<file path="src/rtl/riscv_pkg.sv">
// rtl/riscv_pkg.sv - shared constants and fetch state encoding for the fetch stage
package riscv_pkg;

  localparam logic [31:0] DEFAULT_RESET_PC  = 32'h0000_0000;
  localparam logic [31:0] DEFAULT_NOP_INSTR = 32'h0000_0013;
  localparam int          INSTR_BYTES       = 4;

  typedef enum logic [2:0] {
    S_IDLE = 3'd0,
    S_REQ  = 3'd1,
    S_WAIT = 3'd2,
    S_HOLD = 3'd3,
    S_DROP = 3'd4
  } fetch_state_e;

endpackage

</file>
<file path="src/rtl/fetch_unit_if.sv">
// rtl/fetch_unit_if.sv - instruction memory request/response bus between fetch and imem
interface fetch_unit_if #(
  parameter int ADDR_WIDTH = 32,
  parameter int DATA_WIDTH = 32
);

  logic                  imem_req_o;
  logic [ADDR_WIDTH-1:0] imem_addr_o;
  logic                  imem_ready_i;
  logic                  imem_rvalid_i;
  logic [DATA_WIDTH-1:0] imem_rdata_i;

  modport master (
    output imem_req_o,
    output imem_addr_o,
    input  imem_ready_i,
    input  imem_rvalid_i,
    input  imem_rdata_i
  );

  modport slave (
    input  imem_req_o,
    input  imem_addr_o,
    output imem_ready_i,
    output imem_rvalid_i,
    output imem_rdata_i
  );

endinterface

</file>
<file path="src/rtl/if_id_reg.sv">
// rtl/if_id_reg.sv - IF/ID pipeline register with flush, load, hold and NOP fill
module if_id_reg #(
  parameter int                    DATA_WIDTH = 32,
  parameter int                    ADDR_WIDTH = 32,
  parameter logic [DATA_WIDTH-1:0] NOP_INSTR  = 32'h0000_0013
) (
  input  logic                  clk_i,
  input  logic                  rst_i,
  input  logic                  flush_i,
  input  logic                  load_i,
  input  logic                  hold_i,
  input  logic [DATA_WIDTH-1:0] instr_i,
  input  logic [ADDR_WIDTH-1:0] pc_i,
  output logic                  valid_o,
  output logic [DATA_WIDTH-1:0] instr_o,
  output logic [ADDR_WIDTH-1:0] pc_o
);

  // Flush beats load and hold; pc is left as-is when the entry is invalidated.
  always_ff @(posedge clk_i or posedge rst_i) begin
    if (rst_i) begin
      valid_o <= 1'b0;
      instr_o <= NOP_INSTR;
      pc_o    <= '0;
    end else if (flush_i) begin
      valid_o <= 1'b0;
      instr_o <= NOP_INSTR;
    end else if (load_i) begin
      valid_o <= 1'b1;
      instr_o <= instr_i;
      pc_o    <= pc_i;
    end else if (!hold_i) begin
      valid_o <= 1'b0;
      instr_o <= NOP_INSTR;
    end
  end

endmodule

</file>
<file path="src/rtl/fetch_unit.sv">
// rtl/fetch_unit.sv - single-outstanding instruction fetch with redirect, skid buffer and IF/ID
module fetch_unit
  import riscv_pkg::*;
#(
  parameter int                    DATA_WIDTH = 32,
  parameter int                    ADDR_WIDTH = 32,
  parameter logic [ADDR_WIDTH-1:0] RESET_PC   = ADDR_WIDTH'(DEFAULT_RESET_PC),
  parameter logic [DATA_WIDTH-1:0] NOP_INSTR  = DATA_WIDTH'(DEFAULT_NOP_INSTR)
) (
  input  logic                  clk_i,
  input  logic                  rst_i,
  input  logic                  stall_i,
  input  logic                  branch_taken_i,
  input  logic [ADDR_WIDTH-1:0] branch_target_i,
  fetch_unit_if.master          imem,
  output logic                  if_id_valid_o,
  output logic [DATA_WIDTH-1:0] if_id_instr_o,
  output logic [ADDR_WIDTH-1:0] if_id_pc_o
);

  fetch_state_e          state_q, state_d;
  logic [ADDR_WIDTH-1:0] pc_q, pc_d, pc_next, redirect_pc;
  logic [DATA_WIDTH-1:0] skid_q, skid_d, id_instr;
  logic                  load_ok, id_load, id_flush;

  assign pc_next     = pc_q + ADDR_WIDTH'(INSTR_BYTES);
  assign redirect_pc = {branch_target_i[ADDR_WIDTH-1:2], 2'b00};
  assign load_ok     = !stall_i || !if_id_valid_o;

  assign imem.imem_req_o  = (state_q == S_REQ);
  assign imem.imem_addr_o = pc_q;

  always_ff @(posedge clk_i or posedge rst_i) begin
    if (rst_i) begin
      state_q <= S_IDLE;
      pc_q    <= RESET_PC;
      skid_q  <= '0;
    end else begin
      state_q <= state_d;
      pc_q    <= pc_d;
      skid_q  <= skid_d;
    end
  end

  always_comb begin
    state_d  = state_q;
    pc_d     = pc_q;
    skid_d   = skid_q;
    id_load  = 1'b0;
    id_flush = 1'b0;
    id_instr = imem.imem_rdata_i;
    if (branch_taken_i) begin
      // A request already accepted by memory must have its response drained in S_DROP.
      pc_d     = redirect_pc;
      id_flush = 1'b1;
      skid_d   = '0;
      case (state_q)
        S_REQ:   state_d = imem.imem_ready_i  ? S_DROP : S_REQ;
        S_WAIT:  state_d = imem.imem_rvalid_i ? S_REQ  : S_DROP;
        S_DROP:  state_d = imem.imem_rvalid_i ? S_REQ  : S_DROP;
        default: state_d = S_REQ;
      endcase
    end else begin
      case (state_q)
        S_IDLE: state_d = S_REQ;
        S_REQ:  if (imem.imem_ready_i) state_d = S_WAIT;
        S_WAIT: begin
          if (imem.imem_rvalid_i) begin
            if (load_ok) begin
              id_load = 1'b1;
              pc_d    = pc_next;
              state_d = S_REQ;
            end else begin
              skid_d  = imem.imem_rdata_i;
              state_d = S_HOLD;
            end
          end
        end
        S_HOLD: begin
          if (load_ok) begin
            id_load  = 1'b1;
            id_instr = skid_q;
            pc_d     = pc_next;
            state_d  = S_REQ;
          end
        end
        S_DROP:  if (imem.imem_rvalid_i) state_d = S_REQ;
        default: state_d = S_IDLE;
      endcase
    end
  end

  if_id_reg #(
    .DATA_WIDTH(DATA_WIDTH),
    .ADDR_WIDTH(ADDR_WIDTH),
    .NOP_INSTR (NOP_INSTR)
  ) u_if_id (
    .clk_i  (clk_i),
    .rst_i  (rst_i),
    .flush_i(id_flush),
    .load_i (id_load),
    .hold_i (stall_i),
    .instr_i(id_instr),
    .pc_i   (pc_q),
    .valid_o(if_id_valid_o),
    .instr_o(if_id_instr_o),
    .pc_o   (if_id_pc_o)
  );

  rvalid_protocol: assert property (@(posedge clk_i) disable iff (rst_i)
    imem.imem_rvalid_i |-> (state_q == S_WAIT || state_q == S_DROP));

endmodule

</file>
<file path="src/flat_wrapper.sv">
// flat-port wrapper written by rule: the top's interface ports become plain ports
module fetch_unit_flat import riscv_pkg::*;
#(
  parameter int                    DATA_WIDTH = 32,
  parameter int                    ADDR_WIDTH = 32,
  parameter logic [ADDR_WIDTH-1:0] RESET_PC   = ADDR_WIDTH'(DEFAULT_RESET_PC),
  parameter logic [DATA_WIDTH-1:0] NOP_INSTR  = DATA_WIDTH'(DEFAULT_NOP_INSTR)
)
  (clk_i, rst_i, stall_i, branch_taken_i, branch_target_i, if_id_valid_o, if_id_instr_o, if_id_pc_o, imem_imem_req_o, imem_imem_addr_o, imem_imem_ready_i, imem_imem_rvalid_i, imem_imem_rdata_i);
  fetch_unit_if #(.ADDR_WIDTH(ADDR_WIDTH), .DATA_WIDTH(DATA_WIDTH)) imem_i ();
  input  logic clk_i;
  input  logic rst_i;
  input  logic stall_i;
  input  logic branch_taken_i;
  input  logic [ADDR_WIDTH-1:0] branch_target_i;
  output logic if_id_valid_o;
  output logic [DATA_WIDTH-1:0] if_id_instr_o;
  output logic [ADDR_WIDTH-1:0] if_id_pc_o;
  output wire logic [$bits(imem_i.imem_req_o)-1:0] imem_imem_req_o;
  output wire logic [$bits(imem_i.imem_addr_o)-1:0] imem_imem_addr_o;
  input wire logic [$bits(imem_i.imem_ready_i)-1:0] imem_imem_ready_i;
  input wire logic [$bits(imem_i.imem_rvalid_i)-1:0] imem_imem_rvalid_i;
  input wire logic [$bits(imem_i.imem_rdata_i)-1:0] imem_imem_rdata_i;
  assign imem_imem_req_o = imem_i.imem_req_o;
  assign imem_imem_addr_o = imem_i.imem_addr_o;
  assign imem_i.imem_ready_i = imem_imem_ready_i;
  assign imem_i.imem_rvalid_i = imem_imem_rvalid_i;
  assign imem_i.imem_rdata_i = imem_imem_rdata_i;
  fetch_unit #(.DATA_WIDTH(DATA_WIDTH), .ADDR_WIDTH(ADDR_WIDTH), .RESET_PC(RESET_PC), .NOP_INSTR(NOP_INSTR)) u_core (.clk_i(clk_i), .rst_i(rst_i), .stall_i(stall_i), .branch_taken_i(branch_taken_i), .branch_target_i(branch_target_i), .imem(imem_i), .if_id_valid_o(if_id_valid_o), .if_id_instr_o(if_id_instr_o), .if_id_pc_o(if_id_pc_o));
endmodule
</file>
<file path="config.mk">
export PLATFORM = sky130hd
export DESIGN_NAME = fetch_unit_flat
export DESIGN_NICKNAME = d
export VERILOG_FILES = /design/src/rtl/riscv_pkg.sv /design/src/rtl/fetch_unit_if.sv /design/src/rtl/if_id_reg.sv /design/src/rtl/fetch_unit.sv /design/src/flat_wrapper.sv
export SDC_FILE = /design/constraint.sdc
export NUM_CORES = 1
export LEC_CHECK = 0
export CAP_MARGIN = 25
export CORE_MARGIN = 8
export CORE_UTILIZATION = 43
export DETAILED_ROUTE_END_ITERATION = 12
export PLACE_DENSITY = 0.76
export RECOVER_POWER = 25
export SYNTH_ARGS = -nofsm -noshare
export SYNTH_HDL_FRONTEND = slang
export SYNTH_SLANG_ARGS = --single-unit
</file>
<file path="constraint.sdc">
create_clock -name clk_i -period 4.59 [get_ports clk_i]
set_clock_uncertainty 0.05 [all_clocks]
set_input_delay 0.918 -clock clk_i [delete_from_list [all_inputs] [get_ports clk_i]]
set_output_delay 0.918 -clock clk_i [all_outputs]
set_load 0.1 [all_outputs]
</file>
== Word-level counts from Yosys, hierarchy flattened ==
Cells that the tools add are included.

* Logic and storage cells: 60
* Flip-flop bits (word level): 132
* Input bits: 70
* Output and inout bits: 98

* Reductions and logical operators: 12
* Eq/ne operators: 9
* Multiplexer cells: 31
* $add $sub $neg: 1
* Bitwise operators: 1

{| class="wikitable"
|+ Operators by type and width
! kind !! count
|-
| 32-bit 2-to-1 mux || 12
|-
| 32-bit one-hot mux with 2 select lines || 1
|-
| 32-bit by 3-bit adder with 32-bit output, second input constant || 1
|-
| 3-bit 2-to-1 mux || 7
|-
| 3-bit one-hot mux with 5 select lines || 1
|-
| 1-bit 2-to-1 mux || 7
|-
| 3-bit by 2-bit == test with 1-bit output, second input constant || 2
|-
| 3-bit by 2-bit inequality test with 1-bit output, second input constant || 2
|-
| 3-bit inequality test, second input constant || 2
|-
| 3-bit one-hot mux with 2 select lines || 1
|-
| 2-bit AND reduction || 3
|-
| 4-bit AND reduction || 1
|-
| 2-bit nonzero test || 2
|-
| 3-bit by 1-bit == test with 1-bit output, second input constant || 1
|-
| 3-bit == test, second input constant || 1
|-
| 3-bit zero test || 1
|-
| 3-bit by 1-bit inequality test with 1-bit output, second input constant || 1
|-
| 3-bit nonzero test || 1
|-
| 1-bit zero test || 2
|-
| 2-bit 2-to-1 mux || 1
|-
| 1-bit one-hot mux with 2 select lines || 1
|-
| 2-bit OR reduction || 1
|-
| 1-bit logical OR || 1
|-
| 1-bit NOT || 1
|}

== Longest topological paths before layout ==
* Depth after elaboration: 8
* Gate-level depth with buffers: 7
* Depth with buffers taken out: 5

== Modules after synthesis ==
Synthesis repeated with hierarchy kept, for this count alone.

* Cell total of the unflattened synthesis: 652
* Area, all modules: 6613.8 um^2

{| class="wikitable"
|+ By module, submodules not included
! module !! seq. area each (um^2) !! cells an instance !! area an instance (um^2) !! instances
|-
| fetch_unit || 1626.6 || 447 || 3888.7 || 1
|-
| if_id_reg || 1630.3 || 205 || 2725.1 || 1
|}

== Worst setup path after synthesis ==
No wires, ideal clock.

* Path kind: reg-to-output
* Start: register u_core.state_q[0]
* End: output port imem_imem_req_o
* Data required time: 3622 ps
* Path buffers: 0
* Data arrival time: 1993 ps
* Cell stages (with the launch flop): 3
* Slack: 1629 ps
* Cells stage by stage: dfrtp_1 > nor2b_1 > nor2b_1

* Longest elaborated chain between the ends: 1

{| class="wikitable"
|+ Ends and longest elaborated chain
! what !! line !! RTL
|-
| start, declared || fetch_unit.sv:21 || <nowiki>fetch_state_e state_q, state_d;</nowiki>
|-
| start signal, assigned || fetch_unit.sv:39 || <nowiki>state_q <= state_d;</nowiki>
|-
| 3-bit by 1-bit == test with 1-bit output || fetch_unit.sv:30 || <nowiki>assign imem.imem_req_o = (state_q == S_REQ);</nowiki>
|-
| end, declared || flat_wrapper.sv:19 || <nowiki>output wire logic [$bits(imem_i.imem_req_o)-1:0] imem_imem_req_o;</nowiki>
|}

No other way between the ends.

== Final worst setup path ==
* Start: register u_core.state_q[1]
* End: output port imem_imem_req_o

The elaborated chain is that of the path after synthesis.

==> flow_summary.ini <==
[clock_tree]
clockBufferDepth = 2
cts_max_level = 4
cts_sinks = 128
cts-root-buf = clkbuf_16
cts_tree = done
cts_buffers = 17
clkTransAtPathRegs_ps = 60
cts_resized = 0
hold_buffers = 0
insertion_delay_ps = 410
post_cts_buffers = 0

[setup_path]
reg2reg_from = u_core.state_q[1]
startpoint_type = flop
r2r-end = u_core.u_if_id.instr_o[14]
cp-end-kind = output pin
crit_arrival_ps = 2440
cp-startpoint = u_core.state_q[1]
reg2reg_slack_ps = 2000
crit_fanout = 7
r2r_cells = 4
path_class = flop to output pin
cp.required_ps = 3620

[finish]
fillCellCount = 1113
drive_gt1_frac = 0.1055
design_area_um2 = 8339
area_growth_pct = 40.43
diodes = 0
final_nets = 788

[logic_synthesis]
ys_top_cells_by_area = dfrtp_1, nand2_1, mux2i_1
synth_top_cell_by_area = dfrtp_1
avgSynthCellArea_um2 = 10.47
synth_area_um2 = 5938
ys_ff_latch = 128
yosys_warnings = 0
async_flop_share = 1.000
yosysSeqAreaShare = 0.5400
synth_top_area_share = 0.5268
ys_dominant_reg_cell = dfrtp_1
synth_cells = 567
synth_edf_count = 0
yosysUniqueCellTypes = 47

[timing]
max_freq_mhz = 293.0
rsz0062_at_grt = false
hold_viol = 0
drv_slew = 60
finalCriticalPeriod_ps = 3413
setup_viol = 0
tns_ps = 0
maxSlewHeadroom = -0.8080
tightest_slew_ps = 2697
period_share = 0.7435

[global_route]
overflow = 0
track_usage = 0.1980
first_global_vias = 5498
grt_pass1_wl_um = 28480
grt_max_degree = 73
antenna_found_initial = 0

[route]
drc = 0
dr.pass1.iters = 4
wl_met3_um = 961
vias_per_cell = 5.609
vias = 5104
routed_wl_um = 17280
wl_met2_um = 8739
top_layer = met4
drtAntennaViolNets = 0
wire_per_inst_um = 18.99
wl_met1_um = 7083
drt-initial-drc-count = 381

[status]
violations = max-capacitance violations, max-slew violations
status = finished, violations left

[die]
start_util = 0.4345
core_area_um2 = 13670
die_y_um = 133.5
dieArea_um2 = 17830
num_rows = 43
die_x_um = 133.5
boundaryPins = 168

[placed_design]
routabilityCongestion = 0.8159
hpwlAfterDp_um = 11820
dpl_cell_area_um2 = 7701
port_buffers = 161

[worst_hold_path]
holdPathStages = 2
holdCritPathClass = flop to flop
whs_endpoint = u_core.u_if_id.pc_o[15]
hold_path.startpoint = u_core.u_if_id.pc_o[15]

[run]
max-cap-violations = 1

[pwr]
powerDensity_nw_per_um2 = 632.0
leakage_nw = 3.290
ir_worst_vdd_mv = 0.4479
-- where the power goes --
| part | switching, mW | internal [mW] |
|---|---|---|
| Sequential | 0.148 | 1.32 |
| Combinational | 1.75 | 0.570 |
| Clock | 0.491 | 0.988 |
-- how the worst max path moves through the flow --
| stage | endpoint | slack (ps) | depth (start not counted) |
|---|---|---|---|
| after floorplan | u_core.imem.imem_addr_o[10] | 210 | 1 |
| after global routing | imem_imem_req_o | 1080 | 3 |
| final | imem_imem_req_o | 1180 | 3 |
| after CTS | imem_imem_req_o | 1140 | 3 |
| after detailed placement | u_core.u_if_id.instr_o[14] | 1340 | 6 |
| after global placement | u_core.u_if_id.instr_o[9] | 1210 | 5 |
-- layer usage --
| metal | global-route usage | up-vias |
|---|---|---|
| met1 | 0.2292 | 2554 |
| met5 | 0 | - |
| met4 | 0.09669 | 0 |
| met2 | 0.3345 | 157 |
| met3 | 0.05083 | 32 |
| li1 | - | 2361 |
-- cell usage after synthesis, types with 2 or more instances --
cell type  instances
dfrtp_1          125
nand2_1           95
a21oi_1           35
mux2i_1           33
o2bb2ai_1         29
clkbuf_1          28
mux2_2            26
nand3_1           23
nor2_1            21
or4_1             20
a31oi_1           14
o21ai_0           14
o31ai_1           14
nand4_1           10
buf_2              6
nor2b_1            6
and3_1             5
inv_1              5
a2bb2oi_1          4
buf_4              4
nor4_1             4
o211ai_1           4
xor2_1             4
dfstp_2            3
nor3_1             3
or3_1              3
xnor2_1            3
a22oi_1            2
and4_1             2
buf_1              2
nor3b_1            2
o41ai_1            2
or2_2              2
-- logic make-up (layout without fill, tap and decap cells) --
| family | Yosys count | in the layout | share of synthesized area |
|---|---|---|---|
| adder cells (fa/ha/maj) | 1 | 1 | 0.002107 |
| buffers and inverters | 47 | 207 | 0.03477 |
| flip-flops | 128 | 128 | 0.5400 |
| AO/OA/AOI/OAI | 123 | 123 | 0.1414 |
| other | 1 | 4 | 0.0006315 |
| XOR/XNOR | 7 | 7 | 0.01032 |
| AND/OR/NAND/NOR | 201 | 201 | 0.1658 |
| multiplexers | 59 | 59 | 0.1049 |
-- layout make-up --
class,count,area (um^2),share of cell area
sequential,128,3207,0.3845
inverter,6,23.77,0.002851
multi-input combinational,395,2541,0.3047
tap,180,225.2,0.02701
clock inverter,11,185.2,0.02221
timing repair buffer,169,1697,0.2035
clock buffer,21,460.4,0.05521
-- critical path, stage by stage, from the launching register on --
cell and delay (ps):
dfrtp_1 470, nor2b_1 240, nor2b_1 170, clkdlybuf4s50_1 1150
-- cell usage in the layout (no fill, tap or decap), types with 5 or more instances in the layout --
cell / instances
clkdlybuf4s50_1: 157
dfrtp_1: 125
nand2_1: 95
a21oi_1: 35
mux2i_1: 33
o2bb2ai_1: 30
mux2_2: 26
nand3_1: 22
nor2_1: 21
or4_1: 20
clkbuf_16: 17
o21ai_0: 14
a31oi_1: 14
o31ai_1: 14
nand4_1: 10
nor2b_1: 6
bufinv_16: 5
buf_4: 5
-- state kept, by name (all words and copies together), names as in the netlist --
signal / flops
u_core.u_if_id.instr_o: 32
u_core.u_if_id.valid_o: 1
u_core.state_q: 3
u_core.skid_q: 32
u_core.imem.imem_addr_o: 30
u_core.u_if_id.pc_o: 30
-- per-stage QoR --
stage / instances / worst slack [ps] / utilization / hold slack [ps] / power [mW]
2_1_floorplan: 570 / 214.3 / - / 451.0 / 3.229
5_1_grt: 910 / 1083 / 0.6102 / 456.4 / 5.448
6_report: 910 / 1177 / 0.6102 / 433.3 / 5.270
3_5_place_dp: 878 / 1342 / 0.5635 / 423.0 / 3.820
3_3_place_gp: 876 / 1213 / 0.5612 / 420.3 / 3.783
4_1_cts: 910 / 1137 / 0.6108 / 438.1 / 5.311
No activity file was read; power rests on OpenSTA's default activity.
